**config.mk**
```make
export PLATFORM = sky130hd
export DESIGN_NAME = memory_gather_flat
export DESIGN_NICKNAME = d
export VERILOG_FILES = /design/src/rtl/memory_pkg.sv /design/src/rtl/memory_gather_if.sv /design/src/rtl/gather_skid_fifo.sv /design/src/rtl/memory_gather.sv /design/src/flat_wrapper.sv
export SDC_FILE = /design/constraint.sdc
export NUM_CORES = 1
export LEC_CHECK = 0
export CAP_MARGIN = 20
export CORE_UTILIZATION = 37
export CTS_CLUSTER_DIAMETER = 60
export DETAILED_ROUTE_END_ITERATION = 16
export PLACE_DENSITY = 0.78
export SLEW_MARGIN = 20
export SYNTH_ARGS = -nofsm -noshare
export SYNTH_HDL_FRONTEND = slang
export SYNTH_HIERARCHICAL = 1
export SYNTH_SLANG_ARGS = --single-unit
```
**constraint.sdc**
```tcl
create_clock -name clk -period 1.9 [get_ports clk]
set_input_delay 0.57 -clock clk [delete_from_list [all_inputs] [get_ports clk]]
set_output_delay 0.57 -clock clk [all_outputs]
set_load 0.1 [all_outputs]
```
**src/rtl/memory_pkg.sv**
```systemverilog
// Shared constants and FSM state type for the memory gather (read side) and write-side mux.
package memory_pkg;

  localparam int MEM_NUM_DEF          = 6;
  localparam int OUTPUT_MEM_DEPTH_DEF = 6;
  localparam int DATA_WIDTH_DEF       = 8;

  typedef enum logic [1:0] {
    IDLE  = 2'd0,
    READ  = 2'd1,
    DRAIN = 2'd2
  } state_t;

endpackage

```
**src/rtl/memory_gather_if.sv**
```systemverilog
// Output word stream. A word moves on every rising edge where out_v and out_rdy are both high;
// once out_v is raised the master holds out_d/out_bank/out_last steady until that transfer.
interface memory_gather_if #(
    parameter int DATA_WIDTH = 8,
    parameter int BANK_W     = 3
);
    logic                  out_v;
    logic                  out_rdy;
    logic [DATA_WIDTH-1:0] out_d;
    logic [BANK_W-1:0]     out_bank;
    logic                  out_last;

    modport master (output out_v, output out_d, output out_bank, output out_last, input out_rdy);
    modport slave  (input out_v, input out_d, input out_bank, input out_last, output out_rdy);
endinterface

```
**src/rtl/gather_skid_fifo.sv**
```systemverilog
// Two-entry FIFO holding returned read words; head entry is presented combinationally on rd_data.
module gather_skid_fifo #(
    parameter int WIDTH = 8
) (
    input  logic             clk,
    input  logic             nrst,
    input  logic             push,
    input  logic [WIDTH-1:0] push_data,
    input  logic             pop,
    output logic [WIDTH-1:0] rd_data,
    output logic [1:0]       count
);
    logic [WIDTH-1:0] mem [2];
    logic             wr_ptr;
    logic             rd_ptr;

    always_ff @(posedge clk or negedge nrst) begin
        if (!nrst) begin
            mem[0] <= '0;
            mem[1] <= '0;
            wr_ptr <= 1'b0;
            rd_ptr <= 1'b0;
            count  <= 2'd0;
        end else begin
            if (push) begin
                mem[wr_ptr] <= push_data;
                wr_ptr      <= ~wr_ptr;
            end
            if (pop) begin
                rd_ptr <= ~rd_ptr;
            end
            count <= count + 2'(push) - 2'(pop);
        end
    end

    assign rd_data = mem[rd_ptr];
endmodule

```
**src/rtl/memory_gather.sv**
```systemverilog
// Drains every bank of a banked RAM, bank-major, into a single backpressured word stream.
module memory_gather
    import memory_pkg::*;
#(
    parameter int MEM_NUM          = MEM_NUM_DEF,
    parameter int OUTPUT_MEM_DEPTH = OUTPUT_MEM_DEPTH_DEF,
    parameter int DATA_WIDTH       = DATA_WIDTH_DEF,
    parameter int ADDR_WIDTH       = $clog2(OUTPUT_MEM_DEPTH)
) (
    input  logic                          clk,
    input  logic                          nrst,
    input  logic                          start_i,
    output logic                          busy_o,
    output logic                          done_o,
    output logic [MEM_NUM-1:0]            mem_re_o,
    output logic [ADDR_WIDTH-1:0]         mem_addr_o,
    input  logic [MEM_NUM*DATA_WIDTH-1:0] mem_id,
    memory_gather_if.master               out_if,
    output state_t                        state_o
);
    localparam int BANK_W = (MEM_NUM > 1) ? $clog2(MEM_NUM) : 1;
    localparam int FW     = 1 + BANK_W + DATA_WIDTH;

    state_t              state, state_nxt;
    logic [MEM_NUM-1:0]  bank_oh;
    logic [BANK_W-1:0]   bank_idx;
    logic [ADDR_WIDTH-1:0] addr;
    logic                inflight, inflight_last;
    logic [BANK_W-1:0]   inflight_bank;
    logic [1:0]          fifo_count;
    logic [FW-1:0]       fifo_rd, fifo_wr;
    logic                start_ok, issue, pop, addr_wrap, last_bank, last_rd, done_evt;
    logic [2:0]          occupancy;

    assign pop       = out_if.out_v & out_if.out_rdy;
    assign start_ok  = (state == IDLE) & start_i & ~done_o;
    assign addr_wrap = (addr == ADDR_WIDTH'(OUTPUT_MEM_DEPTH - 1));
    assign last_bank = (bank_idx == BANK_W'(MEM_NUM - 1));
    assign last_rd   = addr_wrap & last_bank;
    // Words already owed to the stream (queued plus the one on its way back from RAM).
    assign occupancy = {1'b0, fifo_count} + {2'b00, inflight};
    assign issue     = (state == READ) & (occupancy < (3'd2 + {2'b00, pop}));
    assign done_evt  = (state == DRAIN) & pop & out_if.out_last;

    assign mem_re_o   = issue ? bank_oh : '0;
    assign mem_addr_o = addr;
    assign busy_o     = (state != IDLE);
    assign state_o    = state;

    always_comb begin
        state_nxt = state;
        case (state)
            IDLE:    if (start_ok) state_nxt = READ;
            READ:    if (issue && last_rd) state_nxt = DRAIN;
            DRAIN:   if (pop && out_if.out_last) state_nxt = IDLE;
            default: state_nxt = IDLE;
        endcase
    end

    always_ff @(posedge clk or negedge nrst) begin
        if (!nrst) state <= IDLE;
        else       state <= state_nxt;
    end

    always_ff @(posedge clk or negedge nrst) begin
        if (!nrst) begin
            addr          <= '0;
            bank_oh       <= MEM_NUM'(1);
            bank_idx      <= '0;
            inflight      <= 1'b0;
            inflight_bank <= '0;
            inflight_last <= 1'b0;
            done_o        <= 1'b0;
        end else begin
            inflight      <= issue;
            inflight_bank <= bank_idx;
            inflight_last <= last_rd;
            done_o        <= done_evt;
            if (start_ok) begin
                addr     <= '0;
                bank_oh  <= MEM_NUM'(1);
                bank_idx <= '0;
            end else if (issue) begin
                if (addr_wrap) begin
                    addr <= '0;
                    // The pointer parks on the final bank; only a new start rewinds it.
                    if (!last_bank) begin
                        bank_oh  <= bank_oh << 1;
                        bank_idx <= bank_idx + BANK_W'(1);
                    end
                end else begin
                    addr <= addr + ADDR_WIDTH'(1);
                end
            end
        end
    end

    assign fifo_wr = {inflight_last, inflight_bank,
                      mem_id[int'(inflight_bank)*DATA_WIDTH +: DATA_WIDTH]};

    gather_skid_fifo #(.WIDTH(FW)) u_fifo (
        .clk       (clk),
        .nrst      (nrst),
        .push      (inflight),
        .push_data (fifo_wr),
        .pop       (pop),
        .rd_data   (fifo_rd),
        .count     (fifo_count)
    );

    assign out_if.out_v = (fifo_count != 2'd0);
    assign {out_if.out_last, out_if.out_bank, out_if.out_d} = fifo_rd;
endmodule

```
**src/flat_wrapper.sv**
```systemverilog
// flat-port wrapper written by rule: the top's interface ports become plain ports
module memory_gather_flat import memory_pkg::*;
#(
    parameter int MEM_NUM          = MEM_NUM_DEF,
    parameter int OUTPUT_MEM_DEPTH = OUTPUT_MEM_DEPTH_DEF,
    parameter int DATA_WIDTH       = DATA_WIDTH_DEF,
    parameter int ADDR_WIDTH       = $clog2(OUTPUT_MEM_DEPTH)
)
  (clk, nrst, start_i, busy_o, done_o, mem_re_o, mem_addr_o, mem_id, state_o, out_if_out_v, out_if_out_d, out_if_out_bank, out_if_out_last, out_if_out_rdy);
  memory_gather_if #(.DATA_WIDTH(DATA_WIDTH), .BANK_W((3))) out_if_i ();
  input  logic clk;
  input  logic nrst;
  input  logic start_i;
  output logic busy_o;
  output logic done_o;
  output logic [MEM_NUM-1:0] mem_re_o;
  output logic [ADDR_WIDTH-1:0] mem_addr_o;
  input  logic [MEM_NUM*DATA_WIDTH-1:0] mem_id;
  output state_t state_o;
  output wire logic [$bits(out_if_i.out_v)-1:0] out_if_out_v;
  output wire logic [$bits(out_if_i.out_d)-1:0] out_if_out_d;
  output wire logic [$bits(out_if_i.out_bank)-1:0] out_if_out_bank;
  output wire logic [$bits(out_if_i.out_last)-1:0] out_if_out_last;
  input wire logic [$bits(out_if_i.out_rdy)-1:0] out_if_out_rdy;
  assign out_if_out_v = out_if_i.out_v;
  assign out_if_out_d = out_if_i.out_d;
  assign out_if_out_bank = out_if_i.out_bank;
  assign out_if_out_last = out_if_i.out_last;
  assign out_if_i.out_rdy = out_if_out_rdy;
  memory_gather #(.MEM_NUM(MEM_NUM), .OUTPUT_MEM_DEPTH(OUTPUT_MEM_DEPTH), .DATA_WIDTH(DATA_WIDTH), .ADDR_WIDTH(ADDR_WIDTH)) u_core (.clk(clk), .nrst(nrst), .start_i(start_i), .busy_o(busy_o), .done_o(done_o), .mem_re_o(mem_re_o), .mem_addr_o(mem_addr_o), .mem_id(mem_id), .out_if(out_if_i), .state_o(state_o));
endmodule
```
==> results of run 1 <==
[final timing paths]
check / startpoint / cells after the start / slack (ps) / to
worst max-delay path: u_core/u_fifo/count[0] / 6 / -390 / mem_re_o[5]
worst min-delay path: nrst / 1 / 180 / u_core/done_o
worst max register to register: u_core/u_fifo/count[0] / 7 / -210 / u_core/bank_idx[2]
worst min register to register: u_core/bank_idx[1] / 0 / 440 / u_core/inflight_bank[1]
max in group asynchronous: nrst / 2 / 1130 / u_core/u_fifo/rd_ptr
min in group clk: u_core/bank_idx[1] / 0 / 440 / u_core/inflight_bank[1]
[through the flow]
| stage | std cells | setup TNS [ps] | util |
|---|---|---|---|
| finish | 411 | -3660 | 0.617 |
| global route | 411 | -5120 | 0.617 |
| CTS | 405 | -3910 | 0.601 |
| detailed placement | 393 | -7860 | 0.574 |
| global placement | 393 | -7000 | 0.574 |
| floorplan | 212 | -1140 | - |
[layer usage]
layer / wire (um) / vias up / global-route usage
met2: 3520 / 50 / 0.340
met3: 297 / 6 / 0.0375
li1: - / 970 / -
met4: 34 / 0 / 0.0364
met5: 0 / - / 0
met1: 2620 / 1038 / 0.218
[worst max-delay path, cell delays in order (launching register included)]
cell and delay (ps):
sky130_fd_sc_hd__dfrtp_1 400, sky130_fd_sc_hd__ha_2 200, sky130_fd_sc_hd__ha_4 170, sky130_fd_sc_hd__nor2_4 80, sky130_fd_sc_hd__and2_4 190, sky130_fd_sc_hd__and3_4 210
sky130_fd_sc_hd__buf_12 170
[area by class of cell]
cell class	instances	area (um2)	area share
repair buffers	109	1320	0.312
multi-input cells	135	1440	0.340
clock inverters	1	5.00	0.00119
well taps	96	120	0.0285
flip-flops and latches	48	1210	0.286
clock buffers	6	72.6	0.0172
inverters	16	60.1	0.0142
[synthesized netlist by cell type, drive strengths merged (3+ instances only)]
master,instances
mux2i,8
a21oi,9
nand3,6
or3,3
mux4,8
nand2,6
mux2,36
clkbuf,3
and3,6
buf,10
dfrtp,47
o22ai,8
o21ai,14
ha,6
inv,16
[logic make-up after synthesis]
logic type	Yosys count	synth area share
DFF	48	0.459
xor gates and xnor gates	4	0.0134
and+or+nand+nor	37	0.0946
muxes	52	0.268
buffers and inverters	29	0.0549
AOI/OAI and AO/OA	36	0.0812
adders and majority gates	6	0.0287
[registers in the layout, indices dropped and copies added, names as in the netlist]
signal                flops
u_core/bank_idx           3
u_core/bank_oh            6
u_core/done_o             1
u_core/inflight           1
u_core/inflight_bank      3
u_core/inflight_last      1
u_core/mem_addr_o         3
u_core/state_o            2
u_core/u_fifo/count       2
u_core/u_fifo/mem        24
u_core/u_fifo/rd_ptr      1
u_core/u_fifo/wr_ptr      1
[what timing repair did]
action | CTS | global route
pin swaps | 5 | 13
cloned | 1 | 0
gates resized for setup | 20 | 25
hold buffers | 0 | 0
endpoints found under the setup margin | 21 | 29
setup buffers | 4 | 7
==> metrics.txt, run 1 <==
# TYPE chip_impl_metric gauge
chip_impl_metric{name="remaining_drc_errors",unit=""} 0
chip_impl_metric{name="synthDistinctLibCells",unit=""} 41
chip_impl_metric{name="numCtsBuffers",unit=""} 5
chip_impl_metric{name="initial_core_util",unit=""} 0.384
chip_impl_metric{name="detailedRoute.firstIterationViolations",unit=""} 66
chip_impl_metric{name="ys_async_sr_fraction",unit=""} 1.00
chip_impl_metric{name="first_global_vias",unit=""} 2222
chip_impl_metric{name="chipHeight",unit="um"} 86.2
chip_impl_metric{name="synth-edff-count",unit=""} 0
chip_impl_metric{name="count_of_input_and_output_buffers",unit=""} 77
chip_impl_metric{name="hold-worst-slack",unit="ps"} 178
chip_impl_metric{name="final_setup_skew",unit="ps"} 7.15
chip_impl_info{name="synth_area_leader_cell",value="sky130_fd_sc_hd__dfrtp_1"} 1
chip_impl_metric{name="cts.sinks",unit=""} 48
chip_impl_metric{name="relative_area_change_from_synthesis_to_final_layout",unit="%"} 60.9
chip_impl_metric{name="post_dp_cell_area",unit="um2"} 3920
chip_impl_metric{name="placement.setup.worst_slack",unit="ps"} -576
chip_impl_info{name="critical_path_class",value="flip-flop to output pin"} 1
chip_impl_metric{name="avgRoutedWirePerCell",unit="um"} 15.7
chip_impl_metric{name="wl",unit="um"} 6470
chip_impl_metric{name="layout_cell_area_excl_fill",unit="um2"} 4220
chip_impl_info{name="synth_area_leaders",value="sky130_fd_sc_hd__dfrtp_1 (45%), sky130_fd_sc_hd__mux2_2 (11%), sky130_fd_sc_hd__mux4_2 (6.9%)"} 1
chip_impl_info{name="hold_class",value="primary input to async pin"} 1
chip_impl_metric{name="syn_nets",unit=""} 270
chip_impl_metric{name="drt.antenna.violating_nets",unit=""} 0
chip_impl_metric{name="cts.reportedPaths.clkPinSlew",unit="ps"} 90
chip_impl_metric{name="fp.coreArea",unit="um2"} 6830
chip_impl_info{name="highest_count_cells_in_the_layout_ignoring_fill_and_taps",value="sky130_fd_sc_hd__clkdlybuf4s50_1 (49), sky130_fd_sc_hd__dfrtp_1 (43), sky130_fd_sc_hd__buf_12 (28), sky130_fd_sc_hd__buf_4 (23), sky130_fd_sc_hd__mux2_2 (20)"} 1
chip_impl_metric{name="tightest_slew",unit="ps"} 473
chip_impl_metric{name="yosysWarningCount",unit=""} 6
chip_impl_metric{name="finalNetCount",unit=""} 373
chip_impl_metric{name="grt_remaining_overflow",unit=""} 0
chip_impl_metric{name="drt_pass1_iterations",unit=""} 4
chip_impl_metric{name="drv_slew",unit=""} 0
chip_impl_metric{name="largest_net_degree_at_the_start_of_global_routing",unit=""} 19
chip_impl_metric{name="gr-usage-all-layers",unit=""} 0.183
chip_impl_metric{name="place.gp.congestion",unit=""} 0.837
chip_impl_info{name="violations",value="setup timing"} 1
chip_impl_metric{name="post-dp-hpwl",unit="um"} 4680
chip_impl_metric{name="cap_violations",unit=""} 0
chip_impl_metric{name="number_of_top_level_pins",unit=""} 78
chip_impl_metric{name="die_w",unit="um"} 86.2
chip_impl_metric{name="antenna_found_initial",unit=""} 0
chip_impl_metric{name="synthesis.area_per_instance",unit="um2"} 12.4
chip_impl_metric{name="detail_route.vias_per_cell",unit=""} 5.02
chip_impl_info{name="cts.root.buffer_cell",value="sky130_fd_sc_hd__clkbuf_8"} 1
chip_impl_info{name="rsz_0062_raised_after_global_routing",value="yes"} 1
chip_impl_info{name="tritoncts",value="yes"} 1
chip_impl_metric{name="fin_crit",unit="ps"} 2290
chip_impl_metric{name="cts.path.max_buffers",unit=""} 2
chip_impl_metric{name="max_freq",unit="MHz"} 438
chip_impl_metric{name="fp.dieArea",unit="um2"} 7420
chip_impl_info{name="startpoint_type",value="flip-flop"} 1
chip_impl_metric{name="worstSkewPairLatency",unit="ps"} 300
chip_impl_metric{name="maxSlewHeadroom",unit=""} 0.685
chip_impl_info{name="critPathCaptureType",value="output pin"} 1
chip_impl_info{name="synth-main-ff-cell",value="sky130_fd_sc_hd__dfrtp_1"} 1
chip_impl_metric{name="cp.arrival",unit="ps"} 1720
chip_impl_metric{name="report.final.setup_viol",unit=""} 25
chip_impl_metric{name="synthDominantCellAreaShare",unit=""} 0.449
chip_impl_metric{name="htreeDepth",unit=""} 2
chip_impl_metric{name="routed-via-count",unit=""} 2064
chip_impl_metric{name="worst-endpoint-required",unit="ps"} 1330
chip_impl_info{name="mostFrequentLayoutCell",value="sky130_fd_sc_hd__clkdlybuf4s50_1"} 1
chip_impl_metric{name="placement_rows",unit=""} 30
chip_impl_metric{name="grt_first_pass_wirelength",unit="um"} 10600
chip_impl_metric{name="min_period_over_period",unit=""} 1.20
chip_impl_metric{name="timing.final.ws_setup",unit="ps"} -385
chip_impl_metric{name="drive_above_1_share",unit=""} 0.470
chip_impl_metric{name="insertedDiodeCount",unit=""} 0
chip_impl_metric{name="netlist_instances",unit=""} 212
chip_impl_info{name="run_status",value="finished with violations"} 1
chip_impl_metric{name="syn-cell-area",unit="um2"} 2620
chip_impl_metric{name="yosys_register_bits",unit=""} 48
chip_impl_metric{name="synth.yosys.seq_area_share",unit=""} 0.459
chip_impl_metric{name="fillers",unit=""} 549
chip_impl_metric{name="final_hold_viol_count",unit=""} 0
chip_impl_metric{name="critical_path.max_fanout",unit=""} 7
Power of run 1 is not shown: default switching activity piles up to over one toggle a cycle in this logic, so the estimate is an artifact.
==> inputs of run 2 (changes only) <==
--- a/config.mk
+++ b/config.mk
@@ -10,7 +10,7 @@
 export CTS_CLUSTER_DIAMETER = 60
 export DETAILED_ROUTE_END_ITERATION = 16
 export PLACE_DENSITY = 0.78
-export SLEW_MARGIN = 20
+export SLEW_MARGIN = 40
 export SYNTH_ARGS = -nofsm -noshare
 export SYNTH_HDL_FRONTEND = slang
 export SYNTH_HIERARCHICAL = 1
==> results of run 2 <==
The final DEF is identical to that of run 1; final timing and power are the same.
Power of run 2 is left out for the same reason.
